File: src/rtl/ssp_pkg.sv
// ---------------------------------------------------------------------------
// ssp_pkg
// Shared definitions for the superscalar pipeline's memory-side blocks:
// instruction opcode constants, default data-memory geometry and the state
// encoding of the data-memory port arbiter FSM.
// ---------------------------------------------------------------------------
package ssp_pkg;

  // Default data-memory geometry (11-bit word address, 32-bit words)
  localparam int ADDR_W_DEF = 11;
  localparam int DATA_W_DEF = 32;

  // Memory-class opcodes as decoded by the issue stage
  localparam logic [5:0] OP_LW  = 6'b010000;
  localparam logic [5:0] OP_SW  = 6'b010001;
  localparam logic [5:0] OP_NOP = 6'b111111;

  // Data-memory port arbiter states
  typedef enum logic [2:0] {
    ST_IDLE   = 3'd0,
    ST_ISSUE0 = 3'd1,
    ST_WAIT0  = 3'd2,
    ST_ISSUE1 = 3'd3,
    ST_WAIT1  = 3'd4,
    ST_DONE   = 3'd5
  } arb_state_t;

endpackage

File: src/rtl/ssp_mem_watchdog.sv
// ---------------------------------------------------------------------------
// ssp_mem_watchdog
// Per-access timeout counter for a memory port. The count restarts on i_clr
// and advances on every cycle i_en is high. o_expire is raised during the
// enabled cycle in which the count has reached TIMEOUT-1, i.e. on the
// TIMEOUT-th consecutive enabled cycle since the last clear.
//
// Ports:
//   i_clk     clock
//   i_rst     synchronous active-high reset
//   i_clr     restart the count (start of a new access)
//   i_en      count this cycle (waiting, no acknowledge)
//   o_expire  timeout reached in this cycle
// ---------------------------------------------------------------------------
module ssp_mem_watchdog #(
  parameter int TIMEOUT = 16
) (
  input  logic i_clk,
  input  logic i_rst,
  input  logic i_clr,
  input  logic i_en,
  output logic o_expire
);

  localparam int CNT_W = (TIMEOUT > 2) ? $clog2(TIMEOUT) : 1;

  logic [CNT_W-1:0] r_cnt;

  always_ff @(posedge i_clk) begin
    if (i_rst || i_clr) begin
      r_cnt <= '0;
    end else if (i_en) begin
      r_cnt <= r_cnt + CNT_W'(1);
    end
  end

  assign o_expire = i_en && (r_cnt == CNT_W'(TIMEOUT - 1));

endmodule

File: src/rtl/ssp_dmem_port_arbiter.sv
// ---------------------------------------------------------------------------
// ssp_dmem_port_arbiter
// Shares the single data-memory port between the two issue lanes of the
// 2-way superscalar pipeline. A lane pair's LW/SW requests are captured,
// issued in program order (lane 0 first) and the pipeline is stalled until
// the pair is complete. A lane-1 LW to the same word as lane 0 is satisfied
// without a second access: from lane 0's store data (SW->LW forwarding) or
// from lane 0's read data (LW merge). A watchdog bounds every wait for
// mem_ack; on expiry err is set (sticky), the load result is zero and the
// sequence continues as if acknowledged.
//
// Ports:
//   clk1, reset              clock, synchronous active-high reset
//   mreq0/1 mwe0/1           lane request, 1=SW 0=LW
//   maddr0/1 mwdata0/1       lane word address, store data
//   stall                    hold both lanes (requests stay stable)
//   pair_done                one-cycle pulse when the pair is complete
//   rdata0/1                 load results, valid from pair_done
//   mem_en mem_we            access strobe and write enable
//   mem_addr mem_wdata       access address and write data
//   mem_ack mem_rdata        access complete, read data
//   err                      sticky access timeout flag
// ---------------------------------------------------------------------------
module ssp_dmem_port_arbiter
  import ssp_pkg::*;
#(
  parameter int ADDR_W  = ADDR_W_DEF,
  parameter int DATA_W  = DATA_W_DEF,
  parameter int TIMEOUT = 16
) (
  input  logic              clk1,
  input  logic              reset,
  input  logic              mreq0,
  input  logic              mreq1,
  input  logic              mwe0,
  input  logic              mwe1,
  input  logic [ADDR_W-1:0] maddr0,
  input  logic [ADDR_W-1:0] maddr1,
  input  logic [DATA_W-1:0] mwdata0,
  input  logic [DATA_W-1:0] mwdata1,
  output logic              stall,
  output logic              pair_done,
  output logic [DATA_W-1:0] rdata0,
  output logic [DATA_W-1:0] rdata1,
  output logic              mem_en,
  output logic              mem_we,
  output logic [ADDR_W-1:0] mem_addr,
  output logic [DATA_W-1:0] mem_wdata,
  input  logic              mem_ack,
  input  logic [DATA_W-1:0] mem_rdata,
  output logic              err
);

  arb_state_t        r_state;
  logic              r_req1;
  logic              r_we0, r_we1;
  logic [ADDR_W-1:0] r_addr0, r_addr1;
  logic [DATA_W-1:0] r_wdata0, r_wdata1;
  logic [DATA_W-1:0] r_rdata0, r_rdata1;
  logic              r_mem_en, r_mem_we, r_pair_done, r_err;
  logic [ADDR_W-1:0] r_mem_addr;
  logic [DATA_W-1:0] r_mem_wdata;

  logic              w_wait, w_busy, w_expire, w_acc, w_merge1;
  logic [DATA_W-1:0] w_ld_data;

  assign w_wait = (r_state == ST_WAIT0) || (r_state == ST_WAIT1);
  assign w_busy = w_wait || (r_state == ST_ISSUE0) || (r_state == ST_ISSUE1);

  ssp_mem_watchdog #(.TIMEOUT(TIMEOUT)) u_wdog (
    .i_clk    (clk1),
    .i_rst    (reset),
    .i_clr    ((r_state == ST_ISSUE0) || (r_state == ST_ISSUE1)),
    .i_en     (w_wait && !mem_ack),
    .o_expire (w_expire)
  );

  // An access ends on acknowledge or on watchdog expiry; an expired load
  // returns zero instead of whatever is on the bus.
  assign w_acc     = w_wait && (mem_ack || w_expire);
  assign w_ld_data = w_expire ? '0 : mem_rdata;

  // Lane 1 is a load of the word lane 0 just touched: no second access.
  // Covers SW->LW forwarding and LW/LW merging; SW/SW is never merged.
  assign w_merge1 = r_req1 && !r_we1 && (r_addr1 == r_addr0);

  // Capture cycle stalls combinationally; held low during reset so all
  // outputs read zero while reset is asserted.
  assign stall = w_busy || ((r_state == ST_IDLE) && (mreq0 || mreq1) && !reset);

  always_ff @(posedge clk1) begin
    if (reset) begin
      r_state     <= ST_IDLE;
      r_req1      <= 1'b0;
      r_we0       <= 1'b0;
      r_we1       <= 1'b0;
      r_addr0     <= '0;
      r_addr1     <= '0;
      r_wdata0    <= '0;
      r_wdata1    <= '0;
      r_rdata0    <= '0;
      r_rdata1    <= '0;
      r_mem_en    <= 1'b0;
      r_mem_we    <= 1'b0;
      r_mem_addr  <= '0;
      r_mem_wdata <= '0;
      r_pair_done <= 1'b0;
      r_err       <= 1'b0;
    end else begin
      // Strobes and access fields are registered and only live for the
      // single ISSUEx cycle they are set up for.
      r_mem_en    <= 1'b0;
      r_mem_we    <= 1'b0;
      r_mem_addr  <= '0;
      r_mem_wdata <= '0;
      r_pair_done <= 1'b0;
      if (w_expire) r_err <= 1'b1;

      case (r_state)
        ST_IDLE: begin
          if (mreq0 || mreq1) begin
            r_req1   <= mreq1;
            r_we0    <= mwe0;
            r_we1    <= mwe1;
            r_addr0  <= maddr0;
            r_addr1  <= maddr1;
            r_wdata0 <= mwdata0;
            r_wdata1 <= mwdata1;
            r_mem_en <= 1'b1;
            if (mreq0) begin
              r_state     <= ST_ISSUE0;
              r_mem_we    <= mwe0;
              r_mem_addr  <= maddr0;
              r_mem_wdata <= mwdata0;
            end else begin
              r_state     <= ST_ISSUE1;
              r_mem_we    <= mwe1;
              r_mem_addr  <= maddr1;
              r_mem_wdata <= mwdata1;
            end
          end
        end
        ST_ISSUE0: r_state <= ST_WAIT0;
        ST_WAIT0: begin
          if (w_acc) begin
            if (!r_we0) r_rdata0 <= w_ld_data;
            if (w_merge1) begin
              r_rdata1    <= r_we0 ? r_wdata0 : w_ld_data;
              r_state     <= ST_DONE;
              r_pair_done <= 1'b1;
            end else if (r_req1) begin
              r_state     <= ST_ISSUE1;
              r_mem_en    <= 1'b1;
              r_mem_we    <= r_we1;
              r_mem_addr  <= r_addr1;
              r_mem_wdata <= r_wdata1;
            end else begin
              r_state     <= ST_DONE;
              r_pair_done <= 1'b1;
            end
          end
        end
        ST_ISSUE1: r_state <= ST_WAIT1;
        ST_WAIT1: begin
          if (w_acc) begin
            if (!r_we1) r_rdata1 <= w_ld_data;
            r_state     <= ST_DONE;
            r_pair_done <= 1'b1;
          end
        end
        ST_DONE: r_state <= ST_IDLE;
        default: r_state <= ST_IDLE;
      endcase
    end
  end

  assign pair_done = r_pair_done;
  assign rdata0    = r_rdata0;
  assign rdata1    = r_rdata1;
  assign mem_en    = r_mem_en;
  assign mem_we    = r_mem_we;
  assign mem_addr  = r_mem_addr;
  assign mem_wdata = r_mem_wdata;
  assign err       = r_err;

endmodule
File: config.mk
export PLATFORM = sky130hd
export DESIGN_NAME = ssp_dmem_port_arbiter
export DESIGN_NICKNAME = d
export VERILOG_FILES = /design/src/rtl/ssp_pkg.sv /design/src/rtl/ssp_mem_watchdog.sv /design/src/rtl/ssp_dmem_port_arbiter.sv
export SDC_FILE = /design/constraint.sdc
export NUM_CORES = 1
export LEC_CHECK = 0
export CORE_MARGIN = 2
export CORE_UTILIZATION = 48
export CTS_CLUSTER_DIAMETER = 120
export DETAILED_ROUTE_END_ITERATION = 8
export GPL_TIMING_DRIVEN = 0
export PLACE_DENSITY_LB_ADDON = 0.12
export SYNTH_ARGS = -nofsm -noshare
export SYNTH_HDL_FRONTEND = slang
export SYNTH_SLANG_ARGS = --single-unit
File: constraint.sdc
create_clock -name clk1 -period 2.1 [get_ports clk1]
set_clock_uncertainty 0.1 [all_clocks]
set_input_delay 0.42 -clock clk1 [delete_from_list [all_inputs] [get_ports clk1]]
set_output_delay 0.42 -clock clk1 [all_outputs]
set_load 0.005 [all_outputs]
==> metrics.log <==
[metrics] count of different cell masters after synthesis: 48
[metrics] average vias per placed instance: 5.55
[metrics] total of buffers placed on input and output ports: 236
[metrics] clock slew at reported path FFs: 60 ps
[metrics] total of warnings raised by yosys: 0
[metrics] library cell used as clock root buffer: clkbuf_16
[metrics] required time reported for the critical path endpoint: 2420 ps
[metrics] Starting Density: 48.9%
[metrics] cell-by-cell listing of the critical path: buf_2 -> nor2_1 -> o211ai_2 -> clkbuf_1 -> a31oi_1 -> o31ai_2
[metrics] Setup CP Type: flop to flop
[metrics] cell with the largest stage delay on the worst path: clkbuf_1
[metrics] Critical Path AT: 2340 ps
[metrics] combined global-route utilization of all metal layers: 27.1%
[metrics] utilization of the core after routing: 69.2%
[metrics] DP Cell Count: 1381
[metrics] leakage power: 0.00460 uW
[metrics] Worst Hold Depth: 2
[metrics] launch instance of the worst min-delay path: r_wdata0[15]$_SDFFE_PP0P_
[metrics] type of element capturing the critical path: flop
[metrics] register cell area after layout: 4150 um^2
[metrics] Final Max Tran Viols: 0
[metrics] launch point of the worst reg-to-reg path: r_state[0]$_SDFFE_PP0P_
[metrics] clock tree from TritonCTS: built
[metrics] level count of the clock H-tree: 1
[metrics] startpoint of the most critical setup path: r_state[0]$_SDFFE_PP0P_
[metrics] floorplan die area: 18600 um^2
[metrics] Floorplan Core Area: 17200 um^2
[metrics] syn_area_per_cell: 9.16 um^2
[metrics] number of antenna violations at the first check in global routing: 2
[metrics] Die Y-Extent: 137 um
[metrics] routed wire length: 26100 um
[metrics] count of filler cells inserted in the layout: 1402
[metrics] number of placement rows: 48
[metrics] via count: 7904
[metrics] first-pass GRT wire length: 39800 um
[metrics] Final Total Pwr: 11000 uW
[metrics] residual overflow from global routing: 0
[metrics] count of clock tree sinks: 207
[metrics] setup total negative slack: 0 ps
[metrics] highest-count cells in the layout ignoring fill and taps: 232 x clkdlybuf4s50_1, 203 x dfxtp_1, 179 x nand2_1, 93 x a21oi_1, 52 x clkbuf_1
[metrics] post-detailed-route count of antenna-violating nets: 0
[metrics] Final setup violation count: 0
[metrics] number of buffers created by CTS: 22
[metrics] crit start category: flop
[metrics] flops & latches, synth: 207
[metrics] remaining max-slew budget at the tightest pin: 47.4%
[metrics] clock insertion delay at the later pin of the skew report: 500 ps
[metrics] HPWL after detailed placement: 19000 um
[metrics] maximum ir drop on the vdd rail: 0.626 mV
[metrics] mean routed wirelength per cell: 18.3 um
[metrics] Max Fanout on Critical Path: 10
[metrics] multi-input gate area in the final layout: 3970 um^2
[metrics] top flip-flop cell by instance count after synthesis: dfxtp_1
[metrics] unrepaired setup endpoints after global routing: no
[metrics] R2R setup slack: 70 ps
[metrics] path type of the worst min-delay path: flop to flop
[metrics] Post-Syn Instances: 920
[metrics] non-filler cells in the finished layout: 1425
[metrics] number of nets at the end of the flow: 1309
[metrics] fraction of the yosys area taken by sequential cells: 49.2%
[metrics] path depth of the worst reg2reg path: 6
[metrics] terminating pin of the worst hold path: r_wdata0[15]$_SDFFE_PP0P_
[metrics] number of placed I/O pins: 237
[metrics] ratio of final minimum period to clock period: 96.5%
[metrics] first-pass detailed-route iteration total: 7
[metrics] via count of the first global-routing pass: 7524
[metrics] Longest Clk Path Bufs: 3
[metrics] hold-fix buffers at CTS: 0
[metrics] pin count of the biggest net entering global routing: 14
[metrics] power density over cell area: 922 nW/um^2
[metrics] DRC violation count after routing: 0
[metrics] status: finished, final reports clean
[metrics] Min Clock Period, post-route: 2030 ps
[metrics] synthesized area: 8430 um^2
[metrics] placer congestion estimate: 0.896
[metrics] worst hold margin: 354 ps
[metrics] iteration-0 DRC count of the detailed router: 434
[metrics] measured slew at the worst slew-check pin: 789 ps
[metrics] layout cells sized above 1: 10.9%
[metrics] Crit path largest cell delay: 490 ps
[metrics] number of flops mapped to enable cells by yosys: 0
[metrics] number of hold-slack violations in the final timing report: 0
[metrics] reg2reg end: rdata1[22]$_SDFFE_PP0P_
[metrics] area grow syn2layout: 41.5%
[metrics] most common cell after layout, fill and taps aside: clkdlybuf4s50_1
[metrics] highest attainable clock frequency: 0.494 GHz
[metrics] nets in the synthesized netlist: 1046
[metrics] chip width: 137 um
[metrics] Post-synth ARST share: 0%
[metrics] max_cap viols: 0
==> sequential cells by signal, indices dropped and copies added (netlist names) <==
| register | cells |
|---|---|
| mem_wdata | 32 |
| r_wdata0 | 32 |
| r_wdata1 | 32 |
| rdata0 | 32 |
| rdata1 | 32 |
| mem_addr | 11 |
| r_addr0 | 11 |
| r_addr1 | 11 |
| u_wdog.r_cnt | 4 |
| r_state | 3 |
| err | 1 |
| mem_en | 1 |
| mem_we | 1 |
| pair_done | 1 |
| r_req1 | 1 |
| r_we0 | 1 |
| r_we1 | 1 |
==> stage by stage <==
stage	setup WS, ps	cell area [um^2]
finish	73.7	11900
CTS	2.82	11900
detailed placement	-916	11100
global route	3.42	11900
floorplan	241	8430
global placement	-906	11100
==> logic make-up (layout without fill, tap and decap cells) <==
kind of cell,Yosys count,in the layout,share of synthesized area (%)
AOI/OAI and AO/OA,250,250,21.4
xor gates and xnor gates,13,13,1.35
buffers and inverters,91,370,4.62
adders and majority gates,1,1,0.148
and+or+nand+nor,313,313,18.0
DFF,207,207,49.2
other,0,1,0
muxes,45,45,5.36
==> cell type report <==
| cell class | count | area share, % |
|---|---|---|
| tap | 225 | 2.36 |
| buffer | 84 | 3.39 |
| multi-input combinational | 622 | 33.3 |
| timing repair buffer | 241 | 20.1 |
| sequential | 207 | 34.8 |
| inverter | 5 | 0.157 |
| clock inverter | 4 | 0.168 |
| clock buffer | 36 | 5.74 |
| antenna | 1 | 0.0210 |
==> per-layer routing <==
metal,routed length [um],vias to the layer above,GRT usage [%]
li1,-,3813,-
met1,11600,3747,37.5
met2,12100,305,43.8
met3,1940,39,5.22
met4,443,0,6.37
met5,0,-,0
==> worst max-delay path, delay by kind of cell (launching register included) <==
kind | cells | cell delay (ps)
buffers and inverters | 2 | 770
AO/OA/AOI/OAI | 3 | 520
flip-flops | 1 | 470
AND/OR/NAND/NOR | 1 | 100
==> worst max path at each step <==
stage               cells after the start                       to  slack [ps]
global placement                        6   mem_addr[6]$_SDFF_PP0_        -910
detailed placement                      6   mem_addr[6]$_SDFF_PP0_        -920
floorplan                               8  rdata1[10]$_SDFFE_PP0P_         240
CTS                                     5                    stall           3
global route                            7  rdata1[12]$_SDFFE_PP0P_           3
finish                                  6  rdata1[22]$_SDFFE_PP0P_          70
==> Yosys cell counts, drive strengths merged, types with 2 or more instances <==
cell	count	area share (%)
o31ai	32	4.6
and2	2	0.18
nor2b	3	0.22
o2bb2ai	43	4.5
dfxtp	207	49
inv	5	0.22
or3	4	0.30
and3	33	2.4
o21ai	6	0.36
xor2	12	1.2
a22oi	33	2.9
nor2	43	2.0
clkbuf	64	2.9
nand4b	32	3.3
nor4	5	0.37
buf	22	1.5
nand2b	4	0.39
a31oi	33	2.4
a21oi	93	5.5
nor3	3	0.30
nand2	180	8.1
mux2i	44	5.2
==> what timing repair did <==
| action | 4_1_cts | 5_1_grt |
|---|---|---|
| setup buffers | 4 | 1 |
| pin swaps | 2 | 3 |
| endpoints found under the hold margin | 0 | 0 |
| setup endpoints to repair | 123 | 140 |
| gates resized for setup | 32 | 27 |
==> power by group <==
group,leakage [uW],internal (uW),switching [uW]
registers,0.00169,4390,272
clock network,0.000350,2220,1550
logic,0.00256,1130,1430
No activity file was read; power rests on OpenSTA's default activity.
